**src/rtl/arvi_mem_pkg.sv**
```systemverilog
// Shared types and helpers for the load/store unit: FSM states, funct3 size
// codes, and the size/alignment/byte-enable decode used by the stage and aligner.
package arvi_mem_pkg;

    typedef enum logic [1:0] {
        IDLE = 2'd0,
        BUSY = 2'd1,
        DONE = 2'd2
    } state_t;

    typedef enum logic [1:0] {
        SZ_B = 2'd0,
        SZ_H = 2'd1,
        SZ_W = 2'd2
    } size_t;

    localparam logic [2:0] F3_B  = 3'b000;
    localparam logic [2:0] F3_H  = 3'b001;
    localparam logic [2:0] F3_W  = 3'b010;
    localparam logic [2:0] F3_BU = 3'b100;
    localparam logic [2:0] F3_HU = 3'b101;

    // Undefined funct3 codes behave as word accesses; the decoder traps them.
    function automatic size_t size_of(input logic [2:0] f3);
        case (f3)
            F3_B, F3_BU: size_of = SZ_B;
            F3_H, F3_HU: size_of = SZ_H;
            default:     size_of = SZ_W;
        endcase
    endfunction

    function automatic logic is_aligned(input logic [2:0] f3, input logic [1:0] off);
        case (size_of(f3))
            SZ_B:    is_aligned = 1'b1;
            SZ_H:    is_aligned = ~off[0];
            default: is_aligned = (off == 2'b00);
        endcase
    endfunction

    function automatic logic [3:0] be_gen(input logic [2:0] f3, input logic [1:0] off);
        case (size_of(f3))
            SZ_B:    be_gen = 4'b0001 << off;
            SZ_H:    be_gen = 4'b0011 << {off[1], 1'b0};
            default: be_gen = 4'b1111;
        endcase
    endfunction

endpackage

```
**src/rtl/load_align.sv**
```systemverilog
// Load data formatter: picks the byte/half lane addressed by off and sign- or
// zero-extends it. Purely combinational so other units can share it.
module load_align
    import arvi_mem_pkg::*;
#(
    parameter int XLEN = 32
) (
    input  logic [XLEN-1:0] rdata,
    input  logic [2:0]      f3,
    input  logic [1:0]      off,
    output logic [XLEN-1:0] data
);

    logic [7:0]  byte_lane;
    logic [15:0] half_lane;
    logic        sext;

    always_comb begin
        byte_lane = rdata[{off, 3'b000} +: 8];
        half_lane = rdata[{off[1], 4'b0000} +: 16];
        // funct3[2] marks the unsigned variants (LBU/LHU)
        sext      = ~f3[2];
        case (size_of(f3))
            SZ_B:    data = {{(XLEN-8){sext & byte_lane[7]}}, byte_lane};
            SZ_H:    data = {{(XLEN-16){sext & half_lane[15]}}, half_lane};
            default: data = rdata;
        endcase
    end

endmodule

```
**src/rtl/mem_stage.sv**
```systemverilog
// Load/store stage: single-outstanding req/ack data-bus master with load
// formatting, pipeline stall, misalignment flags and ack timeout.
module mem_stage
    import arvi_mem_pkg::*;
#(
    parameter int XLEN        = 32,
    parameter int ACK_TIMEOUT = 64
) (
    input  logic            i_clk,
    input  logic            i_rst,
    input  logic [XLEN-1:0] i_addr,
    input  logic [XLEN-1:0] i_wr_data,
    input  logic [2:0]      i_f3,
    input  logic            i_memread,
    input  logic            i_memwrite,
    output logic            o_dbus_req,
    output logic            o_dbus_we,
    output logic [XLEN-1:0] o_dbus_addr,
    output logic [XLEN-1:0] o_dbus_wdata,
    output logic [3:0]      o_dbus_be,
    input  logic            i_dbus_ack,
    input  logic [XLEN-1:0] i_dbus_rdata,
    output logic [XLEN-1:0] o_rd_data,
    output logic            o_stall,
    output logic            o_misaligned_ld,
    output logic            o_misaligned_st,
    output logic            o_bus_err
);

    localparam int CNT_W = (ACK_TIMEOUT > 1) ? $clog2(ACK_TIMEOUT + 1) : 1;
    localparam logic [CNT_W-1:0] CNT_LAST = CNT_W'((ACK_TIMEOUT > 0) ? ACK_TIMEOUT - 1 : 0);
    localparam bit TIMEOUT_EN = (ACK_TIMEOUT > 0);

    state_t           state;
    logic [CNT_W-1:0] busy_cnt;
    logic [2:0]       f3_q;
    logic [1:0]       off_q;
    logic [XLEN-1:0]  ld_fmt;
    logic             access;
    logic             aligned;
    logic             start;
    logic             timeout_hit;

    function automatic logic [XLEN-1:0] wdata_rep(input logic [2:0] f3, input logic [XLEN-1:0] d);
        case (size_of(f3))
            SZ_B:    wdata_rep = {(XLEN/8){d[7:0]}};
            SZ_H:    wdata_rep = {(XLEN/16){d[15:0]}};
            default: wdata_rep = d;
        endcase
    endfunction

    assign access  = i_memread | i_memwrite;
    assign aligned = is_aligned(i_f3, i_addr[1:0]);
    assign start   = (state == IDLE) && access && aligned;

    // Flags only mean something while a new instruction is being offered (IDLE);
    // a write wins when both requests are raised.
    assign o_misaligned_st = (state == IDLE) && i_memwrite && !aligned;
    assign o_misaligned_ld = (state == IDLE) && i_memread && !i_memwrite && !aligned;
    assign o_stall         = start || (state == BUSY);
    assign timeout_hit     = TIMEOUT_EN && (busy_cnt == CNT_LAST);

    load_align #(.XLEN(XLEN)) u_load_align (
        .rdata (i_dbus_rdata),
        .f3    (f3_q),
        .off   (off_q),
        .data  (ld_fmt)
    );

    // Stage boundary: request/latch registers and bus handshake FSM
    always_ff @(posedge i_clk) begin
        if (i_rst) begin
            state        <= IDLE;
            o_dbus_req   <= 1'b0;
            o_dbus_we    <= 1'b0;
            o_dbus_addr  <= '0;
            o_dbus_wdata <= '0;
            o_dbus_be    <= 4'b0000;
            o_rd_data    <= '0;
            o_bus_err    <= 1'b0;
            busy_cnt     <= '0;
            f3_q         <= 3'b000;
            off_q        <= 2'b00;
        end else begin
            case (state)
                IDLE: begin
                    if (start) begin
                        o_dbus_req   <= 1'b1;
                        o_dbus_we    <= i_memwrite;
                        o_dbus_addr  <= {i_addr[XLEN-1:2], 2'b00};
                        o_dbus_be    <= be_gen(i_f3, i_addr[1:0]);
                        o_dbus_wdata <= wdata_rep(i_f3, i_wr_data);
                        f3_q         <= i_f3;
                        off_q        <= i_addr[1:0];
                        busy_cnt     <= '0;
                        state        <= BUSY;
                    end
                end
                BUSY: begin
                    if (i_dbus_ack) begin
                        o_dbus_req <= 1'b0;
                        if (!o_dbus_we) begin
                            o_rd_data <= ld_fmt;
                        end
                        state <= DONE;
                    end else if (timeout_hit) begin
                        o_dbus_req <= 1'b0;
                        o_bus_err  <= 1'b1;
                        o_rd_data  <= '0;
                        state      <= DONE;
                    end else begin
                        busy_cnt <= busy_cnt + 1'b1;
                    end
                end
                DONE: begin
                    o_bus_err <= 1'b0;
                    state     <= IDLE;
                end
                default: state <= IDLE;
            endcase
        end
    end

endmodule

```
**config.mk**
```make
export PLATFORM = sky130hd
export DESIGN_NAME = mem_stage
export DESIGN_NICKNAME = d
export VERILOG_FILES = /design/src/rtl/arvi_mem_pkg.sv /design/src/rtl/load_align.sv /design/src/rtl/mem_stage.sv
export SDC_FILE = /design/constraint.sdc
export NUM_CORES = 1
export LEC_CHECK = 0
export BUFFER_PORTS_ARGS = -buffer_cell sky130_fd_sc_hd__buf_2
export CAP_MARGIN = 20
export CORE_ASPECT_RATIO = 1.75
export CORE_MARGIN = 8
export CORE_UTILIZATION = 50
export CTS_BUF_LIST = sky130_fd_sc_hd__clkbuf_4
export CTS_CLUSTER_SIZE = 12
export DETAILED_ROUTE_END_ITERATION = 10
export GPL_TIMING_DRIVEN = 0
export PLACE_DENSITY = 0.93
export SETUP_SLACK_MARGIN = 0.5
export SLEW_MARGIN = 20
export SYNTH_ARGS = -nofsm -noshare
export SYNTH_HDL_FRONTEND = slang
export SYNTH_HIERARCHICAL = 1
export SYNTH_SLANG_ARGS = --single-unit
```
**constraint.sdc**
```tcl
create_clock -name i_clk -period 1.95 [get_ports i_clk]
set_input_delay 0.0975 -clock i_clk [delete_from_list [all_inputs] [get_ports i_clk]]
set_output_delay 0.0975 -clock i_clk [all_outputs]
set_load 0.005 [all_outputs]
```
==> run summary <==
data arrival time of the worst path: 2140 ps
period utilization: 87.9%
DR vias: 6433
Core ar.: 10100 um^2
FFs w/ async S/R, synth: 0%
site row count: 49
initial antenna violation count: 1
wire per inst: 21.4 um
Die ar.: 13900 um^2
Reg clk slew, reported paths: 120 ps
Final setup viols: 0
H-tree depth: 4
minimum clock period: 1710 ps
Starting Density: 50.7%
CP Class: reg -> reg
gr ovfl total: 0
First DRT Iteration DRCs: 517
Antenna Nets Post-Route: 0
Worst Skew: 25.7 ps
die height: 150 um
Area Overhead vs Synth: 56.3%
Leak: 0.00369 uW
final hold violation count: 0
DRC Markers: 0
post-synthesis register bit count: 115
largest net degree at the start of global routing: 17
Mapped Area: 5130 um^2
clock latency on the worst-skew pair: 520 ps
final setup TNS: 0 ps
Post-synth EDFFs: 0
Detailed Route WL: 23400 um
Cell Int Power: 3980 uW
port buffer count: 204
vias in the first global route: 6644
Crit. End Element: flip-flop
drt pass-1 iters: 5
synthesized area per cell: 8.35 um^2
pin slew with the least headroom to its limit: 600 ps
register area share after synthesis: 44.9%
combinational power share: 25.1%
clk buf depth: 2
RSZ-0062 raised after global routing: yes
root buf cell: clkbuf_4
status: complete, no violations
Pins Over Slew Limit: 0
GPL Wtd Cong: 0.976
IO Count: 210
Sink Count: 115
HP Class: in -> reg
Place WS: 256 ps
TritonCTS clock tree: built
sequential share of power: 43.6%
routed vias/inst: 5.89
dominant synthesized flop cell: dfxtp_1
Max Clk Rate: 0.583 GHz
dpl hpwl: 14000 um
switching part of the total: 33.2%
first-pass GRT wire length: 34100 um
total CTS buffers: 17
post-synthesis cell type count: 59
share of cells above drive strength 1: 35.3%
P_sw: 1980 uW
CP Launch Type: flip-flop
nets: 1056
Max VDD drop: 0.816 mV
Rel. slew slack: 60.0%
Mapped Cells: 614
number of synthesis warnings: 6
total global-route track usage: 31.5%
Max Cap Viol: 0
setup slack after layout: 236 ps
clock share of power: 31.3%
CP required: 2380 ps
CP max FO: 10
die width: 92.6 um
power density over the cells: 744 nW/um^2
## cells in the final DEF, fill, tap and decap left out, types with 3 or more instances in the layout
cell	count
buf_4	14
dfxtp_1	105
o2111ai_1	3
a2bb2oi_1	3
clkbuf_4	20
buf_2	213
a211oi_2	4
nand2b_1	10
a21o_1	3
inv_6	7
o21ai_0	7
nor2b_2	3
nor2b_1	7
a22o_1	32
a22oi_1	4
a311oi_1	9
nor2_2	4
clkbuf_2	4
a211oi_1	6
o211ai_1	8
clkbuf_1	11
nor2_1	26
mux2i_1	18
dfxtp_4	5
clkinv_4	3
dlygate4sd3_1	99
nand3_1	5
inv_1	6
a21oi_1	62
o22a_1	3
a221o_2	6
dfxtp_2	5
buf_6	19
o31ai_1	3
nand2_1	172
## power groups by stage
| stage | combinational (uW) | sequential [uW] | clock (uW) |
|---|---|---|---|
| 6_report | 1500 | 2600 | 1870 |
| 2_1_floorplan | 628 | 2640 | 0 |
| 5_1_grt | 1580 | 2620 | 1990 |
| 3_5_place_dp | 1120 | 2640 | 0 |
| 3_3_place_gp | 1100 | 2630 | 0 |
| 4_1_cts | 1330 | 2590 | 1850 |
## flip-flops by register name, indices dropped and copies added, names as in the netlist
signal and cells:
o_dbus_wdata 32, o_rd_data 32, o_dbus_addr 30, busy_cnt 7, o_dbus_be 4, f3_q 3
off_q 2, state 2, o_bus_err 1, o_dbus_req 1, o_dbus_we 1
## what timing repair did
| action | in CTS | in global routing |
|---|---|---|
| gates cloned | 1 | 2 |
| pin swaps | 6 | 8 |
| hold buffers | 99 | 0 |
| resized for setup | 25 | 62 |
| setup buffers | 3 | 8 |
| endpoints found under the setup margin | 115 | 114 |
| endpoints found under the hold margin | 99 | 0 |
## worst paths after layout
path | from | endpoint | slack [ps] | cells after the start
setup / recovery | state[1] | busy_cnt[5] | 240 | 7
hold / removal | i_dbus_rdata[0] | o_rd_data[0] | 60 | 3
setup reg to reg | state[1] | busy_cnt[5] | 240 | 7
hold reg to reg | o_dbus_wdata[5] | o_dbus_wdata[5] | 460 | 2
## cell usage after synthesis, drive strengths merged (2+ instances only)
cell | instances | area (um^2)
nand2 | 174 | 656
dfxtp | 115 | 2300
a21oi | 64 | 320
a22o | 32 | 280
nor2 | 32 | 139
buf | 30 | 201
mux2i | 20 | 200
clkbuf | 18 | 67.6
a311oi | 11 | 96.3
nand2b | 11 | 68.8
nor2b | 11 | 76.3
o21ai | 11 | 66.3
a211oi | 10 | 85.1
o211ai | 8 | 60.1
a221o | 6 | 67.6
inv | 6 | 22.5
a22oi | 5 | 42.5
nand3 | 5 | 25.0
o31ai | 4 | 30.0
a21o | 3 | 22.5
a2bb2oi | 3 | 26.3
nand4 | 3 | 25.0
o2111ai | 3 | 26.3
o22a | 3 | 26.3
and4 | 2 | 17.5
nor3 | 2 | 10.0
o21bai | 2 | 15.0
or2 | 2 | 12.5
## cell families (layout without fill, tap and decap cells)
family                   Yosys count  in the layout  share of synthesized area [%]
flip-flops                       115            115                           44.9
adder cells (fa/ha/maj)            1              1                          0.244
other                              1              3                         0.0731
multiplexers                      21             21                           4.12
buffers and inverters             55            404                           5.76
AO/OA/AOI/OAI                    173            173                           24.0
AND/OR/NAND/NOR                  248            248                           20.9
## metrics by stage
step | cells | instance area (um^2) | hold slack, ps | utilization, % | power (uW)
after CTS | 1081 | 7720 | 5.24 | 76.3 | 5760
after floorplan | 615 | 5150 | 226 | - | 3270
after global placement | 946 | 6330 | 337 | 62.6 | 3730
after global routing | 1092 | 8020 | 11.8 | 79.2 | 6190
after detailed placement | 946 | 6330 | 344 | 62.6 | 3760
final | 1092 | 8020 | 61.6 | 79.2 | 5960
## metal layers
layer	global-route usage (%)	part of all wire (%)
met1	29.7	32
met2	56.3	51
met3	8.84	8.9
met4	24.0	7.4
met5	0	0
## layout make-up
class                           count  area [um^2]
Inverter                            7         26.3
Sequential cell                   115         2330
Timing Repair Buffer              317         2130
Buffer                             48          345
Multi-Input combinational cell    445         2730
Clock inverter                     15          168
Fill cell                         592         2100
Tap cell                          127          159
Clock buffer                       17          128
Antenna cell                        1         2.50
## critical path, stage by stage (launching register included)
cell and delay [ps]:
dfxtp_2 360, nor2_4 120, buf_4 120, nand4_1 130, buf_4 210, clkbuf_4 190, a211oi_2 280, mux2i_1 220
Power figures use the tool's default switching activity.
